===== config.mk =====
export PLATFORM = sky130hd
export DESIGN_NAME = mxint8_broadcast_seq
export DESIGN_NICKNAME = d
export VERILOG_FILES = /design/src/rtl/mxint8_broadcast_seq.sv
export SDC_FILE = /design/constraint.sdc
export NUM_CORES = 1
export LEC_CHECK = 0
export BUFFER_PORTS_ARGS = -buffer_cell sky130_fd_sc_hd__buf_2
export CORE_UTILIZATION = 25
export CTS_CLUSTER_DIAMETER = 40
export CTS_CLUSTER_SIZE = 8
export DETAILED_ROUTE_END_ITERATION = 8
export REMOVE_ABC_BUFFERS = 1
export SLEW_MARGIN = 0
export SYNTH_ARGS = -nofsm -noshare
export SYNTH_HDL_FRONTEND = slang
export SYNTH_SLANG_ARGS = --single-unit

===== constraint.sdc =====
create_clock -name i_clk -period 6.7 [get_ports i_clk]
set_input_delay 1.34 -clock i_clk [delete_from_list [all_inputs] [get_ports i_clk]]
set_output_delay 1.34 -clock i_clk [all_outputs]
set_load 0.01 [all_outputs]

===== src/rtl/mxint8_broadcast_seq.sv =====
// mxint8_broadcast_seq: registers float32 scalars and streams each as repeated MXINT8 blocks
// (one scale byte, then BLOCK_SIZE element bytes) over a byte-wide valid/ready port.
module mxint8_broadcast #(
   parameter int BLOCK_SIZE  = 32,
   parameter int ELEM_WIDTH  = 8,
   parameter int SCALE_WIDTH = 8
) (
   input  logic [31:0]            float32_i,
   output logic [SCALE_WIDTH-1:0] scale_o,
   output logic [ELEM_WIDTH-1:0]  elems_o [BLOCK_SIZE]
);
   localparam int FW = ELEM_WIDTH - 2;
   logic [7:0]          exp_w;
   logic [22:0]         frac_w;
   logic                rnd_w;
   logic [FW+1:0]       mant_w;
   logic                carry_w;
   logic [FW:0]         mag_w;
   logic [ELEM_WIDTH-1:0] elem_w;
   assign exp_w   = float32_i[30:23];
   assign frac_w  = float32_i[22:0];
   // round to nearest even on the bits dropped below FW fraction bits
   assign rnd_w   = frac_w[22-FW] & ((|frac_w[21-FW:0]) | frac_w[23-FW]);
   assign mant_w  = {2'b01, frac_w[22 -: FW]} + {{(FW+1){1'b0}}, rnd_w};
   assign carry_w = mant_w[FW+1];
   assign mag_w   = !carry_w ? mant_w[FW:0] : exp_w == 8'hFE ? {(FW+1){1'b1}} : {1'b1, {FW{1'b0}}};
   assign elem_w  = float32_i[31] ? -{1'b0, mag_w} : {1'b0, mag_w};
   assign scale_o = exp_w == 8'hFF ? 8'hFF : (carry_w && exp_w != 8'hFE) ? exp_w + 8'd1 : exp_w;
   for (genvar g = 0; g < BLOCK_SIZE; g++) begin : g_bc
      assign elems_o[g] = elem_w;
   end
endmodule

module mxint8_broadcast_seq #(
   parameter int BLOCK_SIZE  = 32,
   parameter int ELEM_WIDTH  = 8,
   parameter int SCALE_WIDTH = 8,
   parameter int IDX_WIDTH   = 5
) (
   input  logic                  i_clk,
   input  logic                  i_rst,
   input  logic                  i_valid,
   output logic                  o_ready,
   input  logic [31:0]           i_float32,
   input  logic [7:0]            i_repeat,
   output logic                  o_valid,
   input  logic                  i_ready,
   output logic [ELEM_WIDTH-1:0] o_data,
   output logic                  o_is_scale,
   output logic                  o_elem_last,
   output logic                  o_burst_last,
   output logic                  o_nan
);
   localparam logic [1:0] IDLE  = 2'd0;
   localparam logic [1:0] SCALE = 2'd1;
   localparam logic [1:0] ELEM  = 2'd2;
   logic [1:0]           state_q, state_d;
   logic [IDX_WIDTH-1:0] idx_q, idx_d;
   logic [7:0]           blocks_q, blocks_d;
   logic [31:0]          f32_q, f32_d;
   logic [SCALE_WIDTH-1:0] scale_w;
   logic [ELEM_WIDTH-1:0]  elems_w [BLOCK_SIZE];
   logic                 in_xfer, out_xfer, last_idx;
   mxint8_broadcast #(
      .BLOCK_SIZE (BLOCK_SIZE),
      .ELEM_WIDTH (ELEM_WIDTH),
      .SCALE_WIDTH(SCALE_WIDTH)
   ) u_bc (
      .float32_i(f32_q),
      .scale_o  (scale_w),
      .elems_o  (elems_w)
   );
   assign o_ready      = !i_rst && state_q == IDLE;
   assign o_valid      = !i_rst && state_q != IDLE;
   assign o_is_scale   = !i_rst && state_q == SCALE;
   assign last_idx     = idx_q == IDX_WIDTH'(BLOCK_SIZE - 1);
   assign o_elem_last  = !i_rst && state_q == ELEM && last_idx;
   assign o_burst_last = o_elem_last && blocks_q == 8'd1;
   assign o_nan        = o_valid && scale_w == 8'hFF;
   assign o_data       = !o_valid ? '0 : o_is_scale ? scale_w : elems_w[idx_q];
   assign in_xfer      = i_valid && o_ready;
   assign out_xfer     = o_valid && i_ready;
   always_comb begin
      state_d  = state_q;
      idx_d    = idx_q;
      blocks_d = blocks_q;
      f32_d    = f32_q;
      if (in_xfer) begin
         f32_d    = i_float32;
         blocks_d = i_repeat == 8'd0 ? 8'd1 : i_repeat;
         state_d  = SCALE;
      end
      if (out_xfer && state_q == SCALE) begin
         idx_d   = '0;
         state_d = ELEM;
      end
      if (out_xfer && state_q == ELEM) begin
         idx_d    = last_idx ? idx_q : idx_q + 1'b1;
         blocks_d = last_idx && blocks_q > 8'd1 ? blocks_q - 8'd1 : blocks_q;
         state_d  = !last_idx ? ELEM : blocks_q > 8'd1 ? SCALE : IDLE;
      end
   end
   always_ff @(posedge i_clk) begin
      if (i_rst) begin
         state_q  <= IDLE;
         idx_q    <= '0;
         blocks_q <= '0;
         f32_q    <= '0;
      end else begin
         state_q  <= state_d;
         idx_q    <= idx_d;
         blocks_q <= blocks_d;
         f32_q    <= f32_d;
      end
   end
endmodule


[After elaboration in Yosys (flattened, before gate mapping)]
Cells that the tools add are included.
Operators by class
  $add $sub $neg: 5
  magnitude comparators: 2
  eq/ne operators: 10
  multiplexer cells: 22
  bitwise operators: 3
  reduce and logical (&&, ||, !) cells: 23
Operators by type and width (count)
  two-way mux 8 bit: 11
  binary-select mux 8 bit (select 5 bit): 1
  equality test 8 bit (second input constant): 3
  OR reduction 16 bit: 1
  two-way mux 5 bit: 3
  logical AND 1 bit: 13
  adder 7 x 1 -> 8 bit: 1
  adder 8 x 1 -> 8 bit (second input constant): 1
  equality test 8 x 1 -> 1 bit (second input constant): 1
  greater-than comparator 8 x 1 -> 1 bit (second input constant): 1
  logical NOT 8 bit: 1
  two-way mux 2 bit: 4
  != test 8 bit (second input constant): 1
  negation 7 -> 8 bit: 1
  subtractor 8 x 1 -> 8 bit (second input constant): 1
  two-way mux 7 bit: 1
  >= comparator 6 bit (second input constant): 1
  two-way mux 6 bit: 1
  NOT 5 -> 6 bit: 1
  nonzero test 2 bit: 3
  adder 5 x 1 -> 5 bit (second input constant): 1
  equality test 5 bit (second input constant): 1
  AND reduction 2 bit: 2
  nonzero test 3 bit: 1
  other kinds (9): 9
Word-level totals
  register bits after elaboration: 47
  input port bits: 44
  output and inout bits: 14
  logic and storage cells: 69

[Logic depth before layout (Yosys ltp)]
Gate-level depths: netlist (run 1).
  depth in word-level cells: 12
  mapped depth: 11
  depth with buffers taken out: 10

[Cells and area by module]
From an unflattened synthesis (run 1), not the netlist that was laid out.
Second synthesis, totals
  cells, all modules: 791
  area, all modules: 6975.4 um2
By module, submodules not included
  mxint8_broadcast_seq: times used 1, cells an instance 446, area an instance 4423.0 um2, seq. area each 940.9 um2
  mxint8_broadcast: times used 1, cells an instance 345, area an instance 2552.4 um2, seq. area each 0.0 um2

[Least setup slack after synthesis (run 1)]
Ideal clock, no wire load.
  path type: input to output
  start point: in i_rst
  end point: out o_data[5]
  arrival: 2.385 ns
  data required time: 5.360 ns
  setup slack: 2.975 ns
  cell stages on the path: 4
  path buffers: 1
  path through: or2_2 > clkbuf_1 > a31o_1 > a2111oi_2
Between the ends
  cells in the longest elaborated chain, start to end: 4
  elaborated cells between the ends (all ways): 5
  classes of those cells: mux: 2; reduce/logical: 3
Ends and longest elaborated chain
  start, declared: line 41  | input logic i_rst,
  logical NOT 1 bit *: line 74, 75
  logical AND 1 bit: line 75  | assign o_is_scale = !i_rst && state_q == SCALE;
  two-way mux 8 bit: line 80  | assign o_data = !o_valid ? '0 : o_is_scale ? scale_w : elems_w[idx_q];
  two-way mux 8 bit *: line 80
  end, declared: line 48  | output logic [ELEM_WIDTH-1:0] o_data,
Mark *: on every way between the ends. The rest lies on a longest branch, timed or not.

[Worst setup path after layout (run 1)]
Ends and elaborated chain as after synthesis.

==> impl_metrics.json, run 1 <==
{
  "status": "complete, but fails checks",
  "violations": "design-rule violations",
  "final_core_util": 0.302,
  "die_y_um": 111,
  "coreArea_um2": 11500,
  "ir_worst_vdd_mv": 0.0968,
  "synth_cells": 386,
  "antenna_found_initial": 0,
  "grt_pass1_vias": 2648,
  "finalHoldViolCount": 0,
  "path_delay_family": "buffers and inverters",
  "top_layer_used": "met4",
  "worstSkewPairLatency_ps": 280,
  "ys_ff_latch": 47,
  "final_layout_size_suffix_gt1_frac": 0.208,
  "io_buffers": 57,
  "critPathRequiredTime_ps": 5360,
  "dieWidth_um": 111,
  "arrival_ps": 3180,
  "path_cells": "buf_2 > nand2b_1 > inv_1 > a2111oi_2 > a2111oi_2 > buf_2",
  "slew_violations": 0,
  "slowest_delay_ps": 610,
  "synth_area_um2": 2980,
  "clockRootBuffer": "clkbuf_16",
  "postCtsSetupBuffers": 0,
  "wl_met2_mm": 3.40,
  "cts_made_buffers": 5,
  "grt_pass1_wl_mm": 12.3,
  "cts_hold_buf": 0,
  "critPathBufInv": 3,
  "finalSetupViolations": 0,
  "grt_overflow": 0,
  "seq_area_frac_synth": 0.316,
  "critPathCaptureType": "output port",
  "dr.pass1.iters": 6,
  "cts_tree": "built",
  "period_needed_ps": 4520,
  "tns_ps": 0,
  "drv_cap": 0,
  "rsz0062_at_grt": "no",
  "fin_worst_skew_ps": 4.50,
  "mostFrequentLayoutCells": "57 x buf_2, 50 x nand2_1, 47 x dfxtp_1, 40 x o21ai_0, 36 x nand2b_1",
  "dieArea_um2": 12400,
  "path_max_fanout": 52,
  "first_iter_violations": 135,
  "ys.flop_type": "dfxtp_1",
  "dp_slack_ps": 2200,
  "cts_buffer_depth": 2,
  "leakage_nw": 1.32,
  "setup_slack_ps": 2180,
  "yosysUniqueCellTypes": 68,
  "async_flop_share": 0,
  "avgSynthCellArea_um2": 7.72,
  "holdWs_ps": 472,
  "start_util": 0.259,
  "crit_type": "in -> out",
  "vias_per_cell": 4.89,
  "final_antenna_net_count": 0,
  "clk_pin_slew_ps": 60,
  "power.density_nw_per_um2": 210,
  "synth_warnings": 0,
  "grt_max_degree": 68,
  "slew_headroom": 0.314,
  "routedWlPerCell_um": 13.4,
  "cts.sinks": 47,
  "finalWeightedCongestion": 0.775,
  "dpl.hpwl_mm": 5.56,
  "fill_cells": 1257,
  "htreeDepth": 2,
  "worstMarginPinSlew_ps": 1030,
  "area_growth_syn_to_layout_pct": 16.7,
  "final.period_utilization": 0.674,
  "synth_edf_count": 0,
  "vias": 2767,
  "n_antenna_cell": 0,
  "std_cell_rows": 39,
  "drc": 10,
  "hold_path_class": "reg -> reg",
  "top_level_ports": 58,
  "critPathLaunchType": "primary input",
  "num-nets-final": 474,
  "track_usage": 0.122,
  "wl_mm": 7.59,
  "wl_met3_um": 346,
  "wl_met1_mm": 3.77,
  "cts_resized": 0,
  "max_freq_mhz": 221,
  "cpMaxStageDelayCell": "buf_2",
  "final_common_cell": "buf_2"
}
-- worst min-delay path, delay by kind of cell (launching register included) --
kind	cells	cell delay, ps
flops	1	310
simple gates	1	60
compound gates	1	60
-- worst paths after layout --
path / end / slack, ps / cells after the start / from
setup / recovery: o_data[5] / 2180 / 6 / i_rst
setup reg to reg: blocks_q[5] / 4070 / 5 / state_q[1]
hold / removal: f32_q[2] / 470 / 2 / f32_q[2]
hold reg to reg: f32_q[2] / 470 / 2 / f32_q[2]
-- where the power goes --
| group | leakage [nW] | internal (mW) | total (mW) | switching [mW] |
|---|---|---|---|---|
| Combinational | 0.852 | 0.0553 | 0.123 | 0.0680 |
| Sequential | 0.385 | 0.299 | 0.324 | 0.0248 |
| Clock | 0.0838 | 0.176 | 0.283 | 0.107 |
| Total | 1.32 | 0.530 | 0.731 | 0.200 |
-- layer usage --
layer,track usage,vias up
met5,0,-
met4,0.0396,0
met3,0.0268,4
met2,0.196,60
met1,0.160,1267
li1,-,1436
-- logic make-up after synthesis --
kind of cell / Yosys count / share of synthesized area
AO/OA/AOI/OAI: 108 / 0.248
XOR/XNOR: 9 / 0.0264
adder cells (fa/ha/maj): 8 / 0.0336
buffers and inverters: 37 / 0.0575
flip-flops: 47 / 0.316
multiplexers: 3 / 0.0105
AND/OR/NAND/NOR: 174 / 0.308
-- through the flow --
stage,total power [mW],cell area [um^2],cells
finish,0.731,3480,566
global route,0.766,3480,566
CTS,0.737,3480,566
detailed placement,0.453,3310,558
global placement,0.450,3310,558
floorplan,0.406,2840,358
-- synth_stat cells (3+ instances only) --
cell type | instances | area share
nand2_1 | 50 | 0.063
dfxtp_1 | 47 | 0.32
o21ai_0 | 40 | 0.067
nand2b_1 | 36 | 0.076
nor2_1 | 25 | 0.031
a21oi_1 | 17 | 0.029
clkbuf_1 | 13 | 0.016
nand3_1 | 10 | 0.017
buf_2 | 8 | 0.013
ha_1 | 8 | 0.034
inv_1 | 8 | 0.010
nor3_1 | 8 | 0.013
nor4_1 | 7 | 0.015
and3_1 | 6 | 0.013
nor2b_1 | 6 | 0.013
xor2_1 | 5 | 0.015
a211oi_2 | 4 | 0.017
a22oi_1 | 4 | 0.010
a31oi_1 | 4 | 0.0084
nor3b_1 | 4 | 0.010
o22ai_1 | 4 | 0.0084
or3_1 | 4 | 0.0084
xnor2_1 | 4 | 0.012
a211oi_1 | 3 | 0.0076
and2_1 | 3 | 0.0063
buf_1 | 3 | 0.0038
-- area by class of cell --
class,instances,area (um^2),area share
Multi-Input combinational cell,302,1870,0.538
Sequential cell,47,941,0.271
Timing Repair Buffer,57,285,0.0820
Tap cell,143,179,0.0514
Clock buffer,5,125,0.0360
Clock inverter,3,43.8,0.0126
Inverter,9,33.8,0.00971
-- flip-flops by register name, summed over array words and instances (netlist names) --
signal / count
f32_q: 32
blocks_q: 8
idx_q: 5
state_q: 2
No activity file was read; power rests on OpenSTA's default activity.
==> run 2, diff against run 1 <==
==> constraint.sdc (replaced) <==
create_clock -name i_clk -period 4.34 [get_ports i_clk]
set_input_delay 0.868 -clock i_clk [delete_from_list [all_inputs] [get_ports i_clk]]
set_output_delay 0.868 -clock i_clk [all_outputs]
set_load 0.01 [all_outputs]
==> impl_metrics.json, run 2 (synthesis gave the netlist of run 1 again) <==
{
  "period_needed_ps": 3560,
  "final.period_utilization": 0.821,
  "largest_reg_flops": 32,
  "final_layout_size_suffix_gt1_frac": 0.210,
  "clockRootBuffer": "clkbuf_16",
  "arrival_ps": 2690,
  "area_growth_syn_to_layout_pct": 16.9,
  "largestRegisters": "f32_q x32, blocks_q x8, idx_q x5",
  "n_antenna_cell": 0,
  "violations": "design-rule violations",
  "htreeDepth": 2,
  "slew_violations": 0,
  "coreArea_um2": 11500,
  "slew_headroom": 0.459,
  "rsz0062_at_grt": "no",
  "die_y_um": 111,
  "cts.sinks": 47,
  "finalHoldViolCount": 0,
  "top_register": "f32_q",
  "tns_ps": 0,
  "cts_hold_buf": 0,
  "top_level_ports": 58,
  "cts_resized": 0,
  "first_iter_violations": 106,
  "ir_worst_vdd_mv": 0.159,
  "dieArea_um2": 12400,
  "cts_tree": "built",
  "cts_buffer_depth": 2,
  "grt_pass1_wl_mm": 12.0,
  "grt_pass1_vias": 2537,
  "drc": 10,
  "worstMarginPinSlew_ps": 812,
  "max_freq_mhz": 281,
  "track_usage": 0.117,
  "status": "complete, but fails checks",
  "start_util": 0.259,
  "dpl.hpwl_mm": 5.54,
  "leakage_nw": 1.33,
  "io_buffers": 57,
  "hold_path_class": "reg -> reg",
  "finalSetupViolations": 0,
  "grt_overflow": 0,
  "fin_worst_skew_ps": 4.44,
  "critPathRequiredTime_ps": 3470,
  "path_max_fanout": 8,
  "critPathCaptureType": "output port",
  "cts_made_buffers": 5,
  "grt_max_degree": 53,
  "power.density_nw_per_um2": 323,
  "routedWlPerCell_um": 12.9,
  "num-nets-final": 475,
  "postCtsSetupBuffers": 0,
  "mostFrequentLayoutCells": "57 x buf_2, 50 x nand2_1, 47 x dfxtp_1, 40 x o21ai_0, 36 x nand2b_1",
  "vias_per_cell": 4.90,
  "dr.pass1.iters": 6,
  "critPathLaunchType": "flop",
  "holdWs_ps": 476,
  "dieWidth_um": 111,
  "finalWeightedCongestion": 0.848,
  "worstSkewPairLatency_ps": 280,
  "vias": 2780,
  "final_common_cell": "buf_2",
  "crit_type": "reg -> out",
  "wl_mm": 7.29,
  "clk_pin_slew_ps": 60,
  "final_antenna_net_count": 0,
  "drv_cap": 0,
  "std_cell_rows": 39,
  "antenna_found_initial": 0
}
==> run 2: final cells by class <==
class / instances / area (um^2)
clock buffer: 5 / 125
clock inverter: 3 / 43.8
fill: 1255 / 8030
inverter: 9 / 33.8
multi-input combinational: 302 / 1870
sequential: 47 / 941
tap: 143 / 179
timing repair buffer: 58 / 293
==> run 2: critical path, stage by stage (launching register included) <==
cell and delay, ps:
dfxtp_1 470, and4_1 400, nand2_2 160, nor3_2 290
a21oi_1 100, ha_1 290, nor2_1 40, a21o_1 160
a211oi_1 300, buf_2 190
==> run 2: report_power, final <==
group,internal [mW],switching [mW]
clock,0.272,0.166
sequential,0.462,0.0371
combinational,0.0860,0.103
total,0.819,0.306
==> run 2: final timing paths <==
| path | slack [ps] | depth (start not counted) | start | endpoint |
|---|---|---|---|---|
| worst min-delay path | 480 | 2 | f32_q[8] | f32_q[8] |
| worst max register to register | 2050 | 5 | state_q[1] | blocks_q[6] |
| worst min register to register | 480 | 2 | f32_q[8] | f32_q[8] |
| worst max-delay path | 780 | 9 | f32_q[20] | o_data[1] |
==> run 2: through the flow <==
| step | worst slack [ps] | std cells | util | power [mW] | area [um^2] |
|---|---|---|---|---|---|
| final | 779 | 567 | 0.303 | 1.13 | 3490 |
| after global routing | 553 | 567 | 0.303 | 1.18 | 3490 |
| after CTS | 768 | 567 | 0.303 | 1.14 | 3490 |
| after detailed placement | 776 | 559 | 0.288 | 0.698 | 3320 |
| after global placement | 860 | 559 | 0.288 | 0.695 | 3320 |
| after floorplan | 1130 | 358 | - | 0.626 | 2840 |
==> run 2: metal layers <==
layer / routed length [um] / track usage / vias up
met5: 0 / 0 / -
li1: - / - / 1435
met4: 122 / 0.0396 / 0
met2: 3220 / 0.185 / 64
met3: 330 / 0.0230 / 8
met1: 3610 / 0.159 / 1273
==> run 3, diff against run 2 <==
==> constraint.sdc (replaced) <==
create_clock -name i_clk -period 3.1 [get_ports i_clk]
set_input_delay 0.62 -clock i_clk [delete_from_list [all_inputs] [get_ports i_clk]]
set_output_delay 0.62 -clock i_clk [all_outputs]
set_load 0.01 [all_outputs]
==> impl_metrics.json, run 3 (synthesis gave the netlist of run 1 again) <==
{
  "final_cell_area_um2": 3740,
  "critPathCaptureType": "output port",
  "finalHoldViolCount": 0,
  "critPathLaunchType": "flop",
  "std_cell_rows": 39,
  "cts.sinks": 47,
  "power.density_nw_per_um2": 443,
  "leakage_nw": 1.44,
  "arrival_ps": 2360,
  "grt_pass1_vias": 2693,
  "slowest_delay_ps": 410,
  "p_total_mw": 1.66,
  "violations": "design-rule violations",
  "num-nets-final": 493,
  "cts_tree": "built",
  "path_max_fanout": 8,
  "track_usage": 0.132,
  "path_cells": "and4_4 > nand2_2 > buf_4 > a21oi_1 > ha_1 > a31oi_1 > xor2_1 > o21ai_0 > buf_2",
  "antenna_found_initial": 0,
  "clk_pin_slew_ps": 80,
  "grt_pass1_wl_mm": 13.2,
  "dieArea_um2": 12400,
  "slew_headroom": 0.570,
  "coreArea_um2": 11500,
  "drc": 10,
  "max_freq_mhz": 335,
  "fin_worst_skew_ps": 13.0,
  "top_register": "f32_q",
  "final_antenna_net_count": 0,
  "final_layout_size_suffix_gt1_frac": 0.290,
  "r2r_slack_ps": 950,
  "drv_cap": 0,
  "worstMarginPinSlew_ps": 638,
  "final_core_util": 0.325,
  "cts_buffer_depth": 2,
  "dpl.hpwl_mm": 5.84,
  "first_iter_violations": 101,
  "top_level_ports": 58,
  "area_growth_syn_to_layout_pct": 25.4,
  "routedWlPerCell_um": 13.7,
  "placed_area_um2": 3370,
  "tns_ps": 0,
  "holdPathEnd": "f32_q[13]",
  "vias_per_cell": 4.86,
  "rsz0062_at_grt": "no",
  "wl_mm": 7.99,
  "min_path_cells": 2,
  "critPathRequiredTime_ps": 2480,
  "cp.depth": 9,
  "final_common_cell": "buf_2",
  "dieWidth_um": 111,
  "hold_path_class": "reg -> reg",
  "r2r_end": "blocks_q[6]",
  "start_util": 0.259,
  "final.period_utilization": 0.962,
  "worstReg2RegStart": "state_q[1]",
  "period_needed_ps": 2980,
  "path_delay_family": "compound AO/OA/AOI/OAI gates",
  "ir_worst_vdd_mv": 0.187,
  "grt_max_degree": 40,
  "cpMaxStageDelayCell": "dfxtp_2",
  "cts_hold_buf": 0,
  "dr.pass1.iters": 6,
  "largestRegisters": "f32_q x32, blocks_q x8, idx_q x5",
  "htreeDepth": 2,
  "mostFrequentLayoutCells": "57 x buf_2, 49 x nand2_1, 40 x o21ai_0, 39 x dfxtp_1, 36 x nand2b_1",
  "n_antenna_cell": 0,
  "r2r_cells": 5,
  "hold_start": "f32_q[13]",
  "worstSkewPairLatency_ps": 300,
  "finalWeightedCongestion": 0.854,
  "clockRootBuffer": "clkbuf_16",
  "largest_reg_flops": 32,
  "io_buffers": 57,
  "grt_overflow": 0,
  "finalSetupViolations": 0,
  "slew_violations": 0,
  "status": "complete, but fails checks",
  "crit_type": "reg -> out",
  "cts_made_buffers": 5,
  "holdWs_ps": 480,
  "critPathBufInv": 2,
  "vias": 2846,
  "die_y_um": 111
}
==> run 3: changes by cell type in the layout (fill, tap and decap cells not counted), moves of 2 or more <==
cell	before	now
ha_1	8	6
nor4_1	7	4
nor4_2	0	3
dfxtp_1	47	39
ha_4	0	2
dfxtp_2	0	8
buf_4	1	19
a211oi_1	3	1
==> run 3: cell type report <==
type | instances | area [um^2]
multi-input combinational | 302 | 1970
tap | 143 | 179
timing repair buffer | 76 | 428
sequential | 47 | 951
clock buffer | 6 | 139
inverter | 9 | 33.8
fill | 1221 | 7780
clock inverter | 2 | 38.8
==> run 3: layer usage <==
layer / vias to the layer above / part of all wire / global-route usage
met2: 61 / 0.47 / 0.212
met1: 1302 / 0.46 / 0.170
met5: - / 0 / 0
li1: 1474 / - / -
met4: 0 / 0.018 / 0.0514
met3: 9 / 0.051 / 0.0306
==> run 3: how the worst max path moves through the flow <==
stage,startpoint,to
3_3_place_gp,f32_q[20],o_data[1]
6_report,f32_q[20],o_data[4]
2_1_floorplan,i_rst,blocks_q[6]
5_1_grt,f32_q[19],o_data[2]
4_1_cts,f32_q[17],o_data[3]
3_5_place_dp,f32_q[19],o_data[1]
==> run 3: through the flow <==
step           std cells  setup slack, ps
2_1_floorplan        358              141
3_3_place_gp         566              260
3_5_place_dp         566              184
4_1_cts              579             2.84
5_1_grt              585             3.53
6_report             585              116
==> run 3: timing repair <==
action / in CTS / in global routing
setup endpoints to repair: 6 / 7
pin swaps: 3 / 6
buffers inserted: 5 / 6
resized for setup: 8 / 21
==> run 3: power breakdown <==
group / switching (mW) / internal (mW) / leakage [nW] / total (mW)
combinational: 0.159 / 0.136 / 0.967 / 0.295
sequential: 0.0531 / 0.648 / 0.388 / 0.701
clock: 0.256 / 0.406 / 0.0875 / 0.662
==> run 3: worst reg2reg max path, stage by stage (launching register included) <==
cell and delay [ps]:
dfxtp_1 540, and4bb_2 450, o311a_1 270, or2_0 460, a21oi_1 160, a211oi_2 200
